<file path="config.mk">
export PLATFORM = sky130hd
export DESIGN_NAME = tick_prescaler
export DESIGN_NICKNAME = d
export VERILOG_FILES = /design/src/rtl/tick_prescaler.sv
export SDC_FILE = /design/constraint.sdc
export NUM_CORES = 1
export LEC_CHECK = 0
export CAP_MARGIN = 20
export CORE_MARGIN = 4
export CORE_UTILIZATION = 58
export DETAILED_ROUTE_END_ITERATION = 6
export PLACE_DENSITY = 0.84
export RECOVER_POWER = 50
export SLEW_MARGIN = 0
export SYNTH_ARGS = -nofsm -noshare
export SYNTH_HDL_FRONTEND = slang
export SYNTH_SLANG_ARGS = --single-unit
</file>
<file path="constraint.sdc">
create_clock -name clk -period 2.63 [get_ports clk]
set_clock_uncertainty 0.15 [all_clocks]
set_input_delay 0.789 -clock clk [delete_from_list [all_inputs] [get_ports clk]]
set_output_delay 0.789 -clock clk [all_outputs]
set_load 0.01 [all_outputs]
</file>
<file path="src/rtl/tick_prescaler.sv">
// Programmable tick generator driving the count-enable of a downstream 4-bit counter.
// Optional build macro TICK_PRESCALER_LIVE_DIV_EN: reload the divide ratio on every tick while running.
//
// state | meaning
// ------+--------------------------------------------------------------
// IDLE  | waiting for start; outputs quiet, tick_cnt holds last value
// RUN   | divider counting; emits a tick each div_q+1 cycles
// DONE  | burst finished; one-cycle done pulse, then back to IDLE
module tick_prescaler #(
  parameter int DIV_W   = 8,
  parameter int BURST_W = 4
) (
  input  logic               clk,
  input  logic               reset,
  input  logic               start,
  input  logic               stop,
  input  logic               oneshot,
  input  logic [DIV_W-1:0]   div_val,
  input  logic [BURST_W-1:0] burst_len,
  output logic               tick,
  output logic               busy,
  output logic               done,
  output logic [BURST_W-1:0] tick_cnt
);

  typedef enum logic [1:0] {
    IDLE = 2'd0,
    RUN  = 2'd1,
    DONE = 2'd2
  } state_t;

  localparam logic [DIV_W-1:0]   DIV_ONE   = 1;
  localparam logic [BURST_W-1:0] CNT_ONE   = 1;
  localparam logic [BURST_W:0]   BURST_ONE = 1;
  localparam logic [BURST_W:0]   BURST_MAX = {1'b1, {BURST_W{1'b0}}};

  state_t             state;
  logic [DIV_W-1:0]   div_cnt;
  logic [DIV_W-1:0]   div_q;
  logic               mode_q;
  // One bit wider than burst_len so a zero request can hold the full 2^BURST_W length.
  logic [BURST_W:0]   len_q;
  logic [BURST_W:0]   burst_cnt;

  logic               div_hit;
  logic [BURST_W:0]   burst_nxt;
  logic               last_tick;

  assign div_hit   = (div_cnt == div_q);
  assign burst_nxt = burst_cnt + BURST_ONE;
  assign last_tick = mode_q && (burst_nxt == len_q);

  always_ff @(posedge clk) begin
    if (!reset) begin
      state     <= IDLE;
      div_cnt   <= '0;
      div_q     <= '0;
      mode_q    <= 1'b0;
      len_q     <= '0;
      burst_cnt <= '0;
      tick      <= 1'b0;
      busy      <= 1'b0;
      done      <= 1'b0;
      tick_cnt  <= '0;
    end else begin
      tick <= 1'b0;
      done <= 1'b0;
      case (state)
        IDLE: begin
          if (start && !stop) begin
            div_q     <= div_val;
            mode_q    <= oneshot;
            len_q     <= (burst_len == '0) ? BURST_MAX : {1'b0, burst_len};
            div_cnt   <= '0;
            burst_cnt <= '0;
            tick_cnt  <= '0;
            state     <= RUN;
            busy      <= 1'b1;
          end
        end
        RUN: begin
          // Stop takes priority over a coincident divider match.
          if (stop) begin
            div_cnt <= '0;
            state   <= IDLE;
            busy    <= 1'b0;
          end else if (div_hit) begin
            tick      <= 1'b1;
            div_cnt   <= '0;
            tick_cnt  <= tick_cnt + CNT_ONE;
            burst_cnt <= burst_nxt;
`ifdef TICK_PRESCALER_LIVE_DIV_EN
            div_q     <= div_val;
`endif
            if (last_tick) begin
              state <= DONE;
            end
          end else begin
            div_cnt <= div_cnt + DIV_ONE;
          end
        end
        DONE: begin
          done  <= 1'b1;
          state <= IDLE;
          busy  <= 1'b0;
        end
        default: begin
          state <= IDLE;
          busy  <= 1'b0;
        end
      endcase
    end
  end

endmodule

</file>
==> run metrics <==
status complete, no violations; Tmin final 2.379 ns; hold buffers post-CTS 0; Critical Path RT 2.76 ns; leakage 0.7172 nW; final period utilization 0.9045; Die Span Y 62.78 um; ordered list of cells on the worst path dlygate4sd3_1 > nor2_1 > clkbuf_1 > nand3_1 > o21ba_2 > a41oi_1 > a31oi_1; CP top delay family buffers and inverters; Die ar. 0.003941 sq mm; Synth async-reset ratio 0; Post-Syn Area per Cell 8.210 sq um; Synth Cell Area 0.001740 sq mm; wire per inst 13.99 um; post-placement cell count 264; Setup crit start kind input pin; CTS H-tree lvls 2; Total GRT Usage 0.2080; post-CTS sizing 0; Core Region 0.002805 sq mm; most instantiated cells after synthesis nand2_1 (42), dfxtp_1 (36), a21boi_0 (16), a21oi_1 (14), xnor2_1 (12); total chip power 1.013 mW; synthesis-stage register bit count 36; Skew-Pair Late Insertion Delay 0.35 ns; die width 62.78 um; max incr delay on CP 0.58 ns; Hold Violations, Final 0; global placement routability congestion 0.8200; Syn Nets 232; drt total wl 3806 um; post-route ant nets 0; Power Dens Cells 486.6 mW/mm^2; RSZ-0062 raised after global routing no; Worst EP arrival 2.51 ns; Synth area leader dfxtp_1; largest net degree at the start of global routing 24; Slew Limit Fails 0; Critical-path top delay cell dlygate4sd3_1; worst slew pin tran 0.7380 ns; Critical Path End Type register; EDFF count, synth 0; dpl hpwl 2832 um; register clock-pin slew on the reported worst setup and hold paths 0.10 ns; Post-CTS Setup Inserts 0; Yosys warning total 0; Row Count 19; Max Root-Sink Buffers 2; Netlist cell types 36; initial drt markers 138; WS Path Type in2reg; Pre-antenna DRT Iters 4; fin util 0.7417; Hold Path Class reg2reg; Syn Inst Count 212; total congestion overflow 0; detailed-route via count 1623; final net count 260; Port Buf Inserts 23; Area contributors post-synth dfxtp_1 (41%), nand2_1 (9.1%), a21boi_0 (6.9%), xnor2_1 (6.0%), a21oi_1 (4.0%); vias in the first global route 1509; setup violators final 0; setup TNS 0 ns; via/cell ratio 5.967; TritonCTS Sinks 36; Slew HR 0.5028; cts bufs inserted 5; CP max FO 11; CTS root buffer clkbuf_4; DRC 0; fmax 0.4204 GHz; share of post-route cells with drive strength above 1 0.06224; worst path buffer plus inverter count 2; Initial Util 0.6204; VDD IR-drop max 0.3265 mV; max_cap viols 0; antenna violations before repair 0; post-route insts no fill 272; post-synthesis sequential area ratio 0.4141; first-pass GRT wire length 6575 um; area grow syn2layout 19.55%; share of the synthesized area in the top cell type 0.4141; Top FF cell, synth dfxtp_1; top-count cell post-synth nand2_1; diode count 0; IO Count 24; CTS tree yes
[report_power, final]
group          internal [mW]  switching (mW)
Combinational         0.0630          0.0625
Clock                  0.132           0.181
Sequential             0.560          0.0146
Total                  0.754           0.258
[worst register-to-register path: cells and delay by family, from the launching register on]
kind,cells,cell delay (ns)
XOR/XNOR,1,0.16
AO/OA/AOI/OAI,2,0.47
AND/OR/NAND/NOR,2,0.69
flip-flops,1,0.47
[final timing paths]
kind | from | to | slack [ns] | cells past startpoint
worst max-delay path | stop | div_cnt[7] | 0.25 | 7
worst min-delay path | mode_q | mode_q | 0.33 | 2
worst max register to register | div_cnt[2] | burst_cnt[4] | 0.65 | 5
worst min register to register | mode_q | mode_q | 0.33 | 2
[routing by layer]
metal | wire length (um) | part of all wire | track usage
met5 | 0 | 0 | 0
met4 | 79 | 0.021 | 0.1129
met3 | 196 | 0.051 | 0.04676
met2 | 1796 | 0.47 | 0.3395
met1 | 1735 | 0.46 | 0.2528
[layout by cell type, fill, tap and decap left out, types with 4 or more instances in the layout]
cell type | Yosys | routed
nand2_1 | 42 | 42
dfxtp_1 | 36 | 36
clkdlybuf4s50_1 | 0 | 21
a21boi_0 | 16 | 16
a21oi_1 | 14 | 14
xnor2_1 | 12 | 12
nand3_1 | 10 | 10
nor2_1 | 9 | 9
o21ai_0 | 9 | 9
buf_4 | 0 | 6
o31ai_1 | 5 | 5
a31oi_1 | 5 | 5
clkbuf_4 | 0 | 5
nand4_1 | 4 | 4
or4_1 | 4 | 4
[registers in the layout (all words and copies together) (netlist names)]
signal / cells
burst_cnt: 5
busy: 1
div_cnt: 8
div_q: 8
done: 1
len_q: 5
mode_q: 1
state: 2
tick: 1
tick_cnt: 4
[area by class of cell]
type	count	area, sq um
Clock buffer	8	58.81
Fill cell	214	724.4
Inverter	3	11.26
Multi-Input combinational cell	164	972.2
Sequential cell	36	720.7
Tap cell	31	38.79
Timing Repair Buffer	30	279.0
[cells by family (layout without fill, tap and decap cells)]
group | count (synthesis) | count (layout) | share of synthesized area
AND/OR/NAND/NOR | 90 | 90 | 0.2523
AO/OA/AOI/OAI | 57 | 57 | 0.2142
flip-flops | 36 | 36 | 0.4141
XOR/XNOR | 14 | 14 | 0.07045
buffers and inverters | 12 | 41 | 0.02732
adder cells (fa/ha/maj) | 3 | 3 | 0.02157
[per-stage QoR]
stage	setup WS [ns]	area, sq um	hold WS (ns)
global route	0.1210	2081	0.3626
CTS	0.3517	2085	0.3288
floorplan	0.6363	1740	0.2937
finish	0.2511	2081	0.3264
detailed placement	0.03728	2026	0.3145
global placement	0.09030	2026	0.3068
Note: power is estimated with default switching activity, not from simulation.
